===== src/rtl/hprime_pkg.sv =====
// Shared types, default sizes and saturation helpers for the hprime sequencer
// and its MAC datapath.
package hprime_pkg;

  localparam int DEF_N_IN  = 41;
  localparam int DEF_N_HID = 8;
  localparam int DEF_FRAC  = 16;

  typedef enum logic [1:0] {IDLE, LOAD, MAC, EMIT} state_t;

  typedef logic signed [31:0] word_t;
  typedef logic signed [47:0] acc_t;

  localparam word_t SAT_MAX = 32'sh7FFF_FFFF;
  localparam word_t SAT_MIN = 32'sh8000_0000;

  function automatic word_t saturate(input acc_t a);
    if (a > acc_t'(SAT_MAX)) return SAT_MAX;
    if (a < acc_t'(SAT_MIN)) return SAT_MIN;
    return word_t'(a);
  endfunction

endpackage


===== src/rtl/hprime_sequencer_if.sv =====
// Bundle of the x input stream, weight ROM port and hprime output stream.
// master = sequencer side, slave = surrounding pipeline / ROM side.
interface hprime_sequencer_if
  import hprime_pkg::*;
#(
  parameter int W_AW = 9,
  parameter int IW   = 3
);
  logic            x_valid;
  logic            x_ready;
  word_t           x_data;
  logic [W_AW-1:0] w_addr;
  word_t           w_data;
  logic            h_valid;
  logic            h_ready;
  word_t           h_data;
  logic [IW-1:0]   h_index;
  logic            busy;

  modport master (
    input  x_valid, x_data, w_data, h_ready,
    output x_ready, w_addr, h_valid, h_data, h_index, busy
  );

  modport slave (
    output x_valid, x_data, w_data, h_ready,
    input  x_ready, w_addr, h_valid, h_data, h_index, busy
  );
endinterface


===== src/rtl/hprime_mac.sv =====
// Shared multiply-accumulate: 32x32 signed product scaled by FRAC into a
// 48-bit accumulator, with clear, preload and saturated 32-bit read-out.
module hprime_mac
  import hprime_pkg::*;
#(
  parameter int FRAC = DEF_FRAC
) (
  input  logic  clock,
  input  logic  resetn,
  input  logic  clr,
  input  logic  ld,
  input  logic  en,
  input  word_t w,
  input  word_t x,
  output word_t sat
);
  logic signed [63:0] prod;
  acc_t               prod_sh;
  acc_t               acc;

  assign prod    = 64'(w) * 64'(x);
  assign prod_sh = acc_t'(prod >>> FRAC);

  // NOTE: state registers use non-blocking (<=) so every flop samples the
  // pre-edge values regardless of block ordering.
  always_ff @(posedge clock or negedge resetn) begin
    if (!resetn)  acc <= '0;
    else if (clr) acc <= '0;
    else if (ld)  acc <= acc_t'(w);
    else if (en)  acc <= acc + prod_sh;
  end

  assign sat = saturate(acc);
endmodule


===== src/rtl/hprime_sequencer.sv =====
// Time-multiplexed hidden-layer pre-activation: buffers one x vector, walks
// every hidden unit through one MAC, streams hprime words. HPRIME_BIAS_EN adds a per-unit bias fetch.
module hprime_sequencer
  import hprime_pkg::*;
#(
  parameter int N_IN  = DEF_N_IN,
  parameter int N_HID = DEF_N_HID,
  parameter int FRAC  = DEF_FRAC,
  parameter int W_AW  = 9
) (
  input  logic                clock,
  input  logic                resetn,
  hprime_sequencer_if.master  bus
);
`ifdef HPRIME_BIAS_EN
  localparam int LAT = 1;
`else
  localparam int LAT = 0;
`endif
  localparam int ISSUES   = N_IN + LAT;
  localparam int MAC_LAST = ISSUES;
  localparam int CW = $clog2(MAC_LAST + 1);
  localparam int LW = $clog2(N_IN);
  localparam int UW = $clog2(N_HID);

  state_t          state_q, state_d;
  logic [UW-1:0]   unit_q, unit_d;
  logic [CW-1:0]   cyc_q, cyc_d;
  logic [LW-1:0]   lidx_q, lidx_d;
  logic [W_AW-1:0] addr_q, addr_d;
  logic            x_ready_q;
  logic            x_acc;
  logic            mac_clr, mac_ld, mac_en;
  logic [LW-1:0]   xi;
  word_t           xbuf [N_IN];

  // Issue c of unit u; with bias the bias word goes first, weights follow.
  function automatic logic [W_AW-1:0] addr_of(input int u, input int c);
`ifdef HPRIME_BIAS_EN
    if (c == 0) return W_AW'(N_HID * N_IN + u);
    return W_AW'(u * N_IN + c - 1);
`else
    return W_AW'(u * N_IN + c);
`endif
  endfunction

  assign x_acc = bus.x_valid && x_ready_q;

  // NOTE: every variable driven here gets a default first, so no path can
  // leave one unassigned and infer a latch.
  always_comb begin
    state_d = state_q;
    unit_d  = unit_q;
    cyc_d   = cyc_q;
    lidx_d  = lidx_q;
    addr_d  = addr_q;
    unique case (state_q)
      IDLE: if (x_acc) begin
        lidx_d  = LW'(1);
        state_d = LOAD;
      end
      LOAD: if (x_acc) begin
        if (lidx_q == LW'(N_IN - 1)) begin
          state_d = MAC;
          unit_d  = '0;
          cyc_d   = '0;
          lidx_d  = '0;
          addr_d  = addr_of(0, 0);
        end else begin
          lidx_d = lidx_q + 1'b1;
        end
      end
      MAC: begin
        if (cyc_q == CW'(MAC_LAST)) begin
          state_d = EMIT;
        end else begin
          cyc_d = cyc_q + 1'b1;
          if (int'(cyc_q) + 1 < ISSUES) addr_d = addr_of(int'(unit_q), int'(cyc_q) + 1);
        end
      end
      EMIT: if (bus.h_ready) begin
        cyc_d = '0;
        if (unit_q == UW'(N_HID - 1)) begin
          state_d = IDLE;
          unit_d  = '0;
        end else begin
          state_d = MAC;
          unit_d  = unit_q + 1'b1;
          addr_d  = addr_of(int'(unit_q) + 1, 0);
        end
      end
      default: state_d = IDLE;
    endcase
  end

  always_ff @(posedge clock or negedge resetn) begin
    if (!resetn) begin
      state_q   <= IDLE;
      unit_q    <= '0;
      cyc_q     <= '0;
      lidx_q    <= '0;
      addr_q    <= '0;
      x_ready_q <= 1'b0;
    end else begin
      state_q   <= state_d;
      unit_q    <= unit_d;
      cyc_q     <= cyc_d;
      lidx_q    <= lidx_d;
      addr_q    <= addr_d;
      x_ready_q <= (state_d == IDLE) || (state_d == LOAD);
    end
  end

  // NOTE: the x buffer is plain storage with no reset; every element is
  // rewritten by LOAD before MAC reads it.
  always_ff @(posedge clock) begin
    if (x_acc) xbuf[lidx_q] <= bus.x_data;
  end

  // ROM data lags its address by one cycle, so the product pairs with x[cyc-1-LAT].
  always_comb begin
    mac_clr = (state_q == MAC) && (cyc_q == '0);
    mac_ld  = (LAT == 1) && (state_q == MAC) && (cyc_q == CW'(1));
    mac_en  = (state_q == MAC) && (int'(cyc_q) >= 1 + LAT);
    xi      = mac_en ? LW'(int'(cyc_q) - 1 - LAT) : '0;
  end

  hprime_mac #(.FRAC(FRAC)) u_mac (
    .clock  (clock),
    .resetn (resetn),
    .clr    (mac_clr),
    .ld     (mac_ld),
    .en     (mac_en),
    .w      (bus.w_data),
    .x      (xbuf[xi]),
    .sat    (bus.h_data)
  );

  assign bus.x_ready = x_ready_q;
  assign bus.w_addr  = addr_q;
  assign bus.h_valid = (state_q == EMIT);
  assign bus.h_index = unit_q;
  assign bus.busy    = (state_q != IDLE);
endmodule


===== src/flat_wrapper.sv =====
// flat-port wrapper written by rule: the top's interface ports become plain ports
module hprime_sequencer_flat import hprime_pkg::*;
#(
  parameter int N_IN  = DEF_N_IN,
  parameter int N_HID = DEF_N_HID,
  parameter int FRAC  = DEF_FRAC,
  parameter int W_AW  = 9
)
  (clock, resetn, bus_x_valid, bus_x_data, bus_w_data, bus_h_ready, bus_x_ready, bus_w_addr, bus_h_valid, bus_h_data, bus_h_index, bus_busy);
  hprime_sequencer_if #(.W_AW(W_AW), .IW(3)) bus_i ();
  input  logic clock;
  input  logic resetn;
  input wire logic [$bits(bus_i.x_valid)-1:0] bus_x_valid;
  input wire logic [$bits(bus_i.x_data)-1:0] bus_x_data;
  input wire logic [$bits(bus_i.w_data)-1:0] bus_w_data;
  input wire logic [$bits(bus_i.h_ready)-1:0] bus_h_ready;
  output wire logic [$bits(bus_i.x_ready)-1:0] bus_x_ready;
  output wire logic [$bits(bus_i.w_addr)-1:0] bus_w_addr;
  output wire logic [$bits(bus_i.h_valid)-1:0] bus_h_valid;
  output wire logic [$bits(bus_i.h_data)-1:0] bus_h_data;
  output wire logic [$bits(bus_i.h_index)-1:0] bus_h_index;
  output wire logic [$bits(bus_i.busy)-1:0] bus_busy;
  assign bus_i.x_valid = bus_x_valid;
  assign bus_i.x_data = bus_x_data;
  assign bus_i.w_data = bus_w_data;
  assign bus_i.h_ready = bus_h_ready;
  assign bus_x_ready = bus_i.x_ready;
  assign bus_w_addr = bus_i.w_addr;
  assign bus_h_valid = bus_i.h_valid;
  assign bus_h_data = bus_i.h_data;
  assign bus_h_index = bus_i.h_index;
  assign bus_busy = bus_i.busy;
  hprime_sequencer #(.N_IN(N_IN), .N_HID(N_HID), .FRAC(FRAC), .W_AW(W_AW)) u_core (.clock(clock), .resetn(resetn), .bus(bus_i));
endmodule

===== config.mk =====
export PLATFORM = sky130hd
export DESIGN_NAME = hprime_sequencer_flat
export DESIGN_NICKNAME = d
export VERILOG_FILES = /design/src/rtl/hprime_pkg.sv /design/src/rtl/hprime_sequencer_if.sv /design/src/rtl/hprime_mac.sv /design/src/rtl/hprime_sequencer.sv /design/src/flat_wrapper.sv
export SDC_FILE = /design/constraint.sdc
export NUM_CORES = 2
export LEC_CHECK = 0
export ABC_AREA = 0
export CAP_MARGIN = 0
export CORE_ASPECT_RATIO = 1.25
export CORE_MARGIN = 8
export CORE_UTILIZATION = 60
export CTS_CLUSTER_SIZE = 28
export DETAILED_ROUTE_END_ITERATION = 7
export GPL_TIMING_DRIVEN = 1
export PLACE_DENSITY = 0.78
export SLEW_MARGIN = 20
export SYNTH_ARGS = -nofsm -noshare
export SYNTH_HDL_FRONTEND = slang
export SYNTH_SLANG_ARGS = --single-unit

===== constraint.sdc =====
create_clock -name clock -period 16.8 [get_ports clock]
set_input_delay 3.36 -clock clock [delete_from_list [all_inputs] [get_ports clock]]
set_output_delay 3.36 -clock clock [all_outputs]
set_load 0.02 [all_outputs]

==> impl_results.md <==
- Crit Path Max Fanout: between 60 and 70
- Tmin final: ~16 ns
- Status: complete, no violations
- CTS tree: yes
- H-tree depth: 4
- Vias per inst: between 6 and 7
- Initial drt markers: 7412
- Root Buffer: clkbuf_16
- Std cell rows: roughly 160
- Max_cap viols: 0
- Post-Syn Area per Cell: between 10 and 15 um^2
- CTS resizes: 0
- Drt drc: 0
- Fmax: 63.5 MHz
- Clock Latency Late Sink: roughly 0.8 ns
- ANT nets after route: 0
- Most used cell, CP: fa_1
- Worst setup EP type: flop
- Filler instances: about 11k
- Synth Register Bits: 1387
- Slew Viols, Final: 0
- HPWL after DPL: 164000 um
- Crit path buf inv count: 7
- Pre-antenna DRT Iters: 6
- HP Class: flop to flop
- Worst setup SP type: flop
- # port buffers: between 100 and 150
- Top cells by area, synth: edfxtp_1 (42%), fa_1 (23%), nand2_1 (6.8%)
- Share of cells above drive strength 1: under 10%
- Drt wl/cell: 24.5 um
- Syn Inst Count: between 8k and 9k
- Cell variety after synth: 85
- Die Y-Extent: between 400 and 500 um
- DRT Wirelength: about 260000 um
- GR Overflow Total: 0
- Die area: approximately 170000 um^2
- Arrival time worst endpoint: about 16 ns
- Ys Warns: 0
- Kind of critical path: flop to flop
- Vias in the first global route: between 60k and 70k
- Clk sinks: around 1.4k
- First-pass GRT wire length: 390000 um
- Actual slew at the worst max-slew pin: between 1 and 1.5 ns
- CTS buffer count: between 100 and 150
- Clock-pin slew on the worst setup and hold paths: 0.06 ns
- Unrepaired setup endpoints after global routing: no
- Critical path's top delay family: compound AO/OA/AOI/OAI gates
- Num ports: roughly 120
- Clk_skew: 0.0644 ns
- Routability-driven placement congestion ratio: 0.944
- Number of synthesized flops with an enable pin: 1312
- Leading area contributor after synthesis: edfxtp_1
- Core area: between 150000 and 200000 um^2
- Clk buf depth: 3
- Antenna violations before repair: 5
- Slew headroom: about a quarter
- Initial Util: 60.3%
- Async set or reset register ratio after synthesis: under 10%
- Largest stage delay on the critical path: around 0.85 ns
- Final Cycle Share: approximately 94%
- Critical-path top delay cell: ha_1
- Seq/Total Area, Yosys: approximately 44%
- Setup TNS: 0 ns
- DR vias: around 65k
- Worst endpoint required time: ~17 ns
- Fin. Hold Viols: 0
- Mapped Area: ~94000 um^2
- Total GRT Usage: 30.0%
- Net count after synthesis: between 9k and 10k
- Largest net degree at the start of global routing: approximately 140
- Post-cts hold buffer count: 0
- Area Overhead vs Synth: 8.52%
- Primary FF master, synth: edfxtp_1
- Final net count: ~9.7k
- Final setup viols: 0
- Area share of the largest cell type after synthesis: 42.1%
- Die W: 369 um
- Postcts setup bufs: 0
cells by family after synthesis:
logic type | share of synthesized area, %
simple gates | 15.6
fa+ha+maj | 26.6
xor+xnor | 1.14
buf+inv | 6.12
mux | 1.82
flops | 44.1
other cells | 0.00400
compound gates | 4.66
state kept, by name, summed over array words and instances, names as in the netlist:
signal	flops
u_core.bus.x_ready	1
u_core.state_q	2
u_core.cyc_q	6
u_core.u_mac.acc	48
u_core.lidx_q	6
u_core.xbuf	1312
u_core.bus.h_index	3
u_core.bus.w_addr	9
cells in the final DEF, fill, tap and decap left out, types with 12 or more instances in the layout:
master and n:
nand3_1 747, clkdlybuf4s50_1 94, inv_1 1032, nor3_1 12, nand2_1 1697, clkinv_2 19
nor2b_1 24, fa_1 1085, nand2b_1 15, a211oi_1 40, buf_4 155, or2_2 13
a311oi_1 62, and3_1 40, nor2_1 96, o21ai_0 111, nor2_4 43, clkbuf_1 35
clkbuf_16 136, nand4_1 18, mux2i_1 13, mux4_2 65, dfrtp_1 75, o21bai_1 17
xnor2_1 77, a21o_1 81, buf_2 18, and2_1 466, clkinv_1 27, edfxtp_1 1312
a21oi_2 30, xor2_1 43, ha_1 254, a31oi_1 48, o21a_1 12, a21oi_1 154
worst reg2reg max path, delay by kind of cell, from the launching register on:
kind,cells,cell delay [ns]
compound gates,18,5.56
xor+xnor,2,0.24
fa+ha+maj,11,5.42
flops,1,0.34
simple gates,8,2.06
buf+inv,7,2.02
synthesized netlist by cell type (all sizes together), types with 7 or more instances:
cell type / instances
dfrtp: 75
inv: 1032
mux2i: 13
mux4: 65
a21oi: 186
nor2: 139
buf: 117
a22o: 9
a31oi: 49
o21ai: 118
or2: 13
xnor2: 78
clkbuf: 360
nand3: 747
a21o: 83
o21a: 12
nand2b: 16
and2: 467
edfxtp: 1312
nor3: 14
nor2b: 24
o21bai: 17
o31ai: 9
a211o: 10
mux2: 10
nand4: 18
a211oi: 41
nand2: 1699
xor2: 43
a311oi: 62
nor4: 12
and3: 40
fa: 1085
ha: 254
a221oi: 7
routing by layer:
metal  GRT usage, %  vias up  wire (um)
li1               -    27197          -
met1           37.1    32367      88600
met2           50.7     4076     125000
met3           5.70      970      26300
met4           15.2        4      15000
met5              0        -         27
layout make-up:
class | count | area [um^2] | area share (%)
antenna | 2 | 5.00 | 0.00492
clock buffer | 171 | 3530 | 3.48
clock inverter | 69 | 766 | 0.753
inverter | 1033 | 3880 | 3.81
multi-input combinational | 5423 | 47200 | 46.4
sequential | 1387 | 41300 | 40.6
tap | 2050 | 2560 | 2.52
timing repair buffer | 279 | 2420 | 2.38
stage by stage:
stage | instances | utilization, % | hold slack, ns | cell area, um^2 | setup slack [ns]
6_report | 10414 | 65.4 | 0.476 | 102000 | 1.06
5_1_grt | 10414 | 65.4 | 0.518 | 102000 | 0.608
4_1_cts | 10412 | 65.4 | 0.482 | 102000 | 1.40
3_5_place_dp | 10172 | 62.6 | 0.467 | 97400 | 1.41
3_3_place_gp | 10172 | 62.6 | 0.461 | 97400 | 1.55
2_1_floorplan | 8320 | - | 0.468 | 93700 | 4.16
worst paths after layout:
check                                     startpoint                   end  slack, ns  depth (start not counted)
max in group asynchronous                     resetn       u_core.cyc_q[1]      13.16                          2
worst min-delay path            u_core.bus.w_addr[5]  u_core.bus.w_addr[5]       0.48                          2
worst max-delay path                 u_core.cyc_q[0]  u_core.u_mac.acc[47]       1.06                         46
worst min register to register  u_core.bus.w_addr[5]  u_core.bus.w_addr[5]       0.48                          2
min in group asynchronous                     resetn  u_core.u_mac.acc[46]       2.52                          1
worst max register to register       u_core.cyc_q[0]  u_core.u_mac.acc[47]       1.06                         46
Power is not shown: default switching activity piles up to over one toggle a cycle in this logic, so the estimate is an artifact.
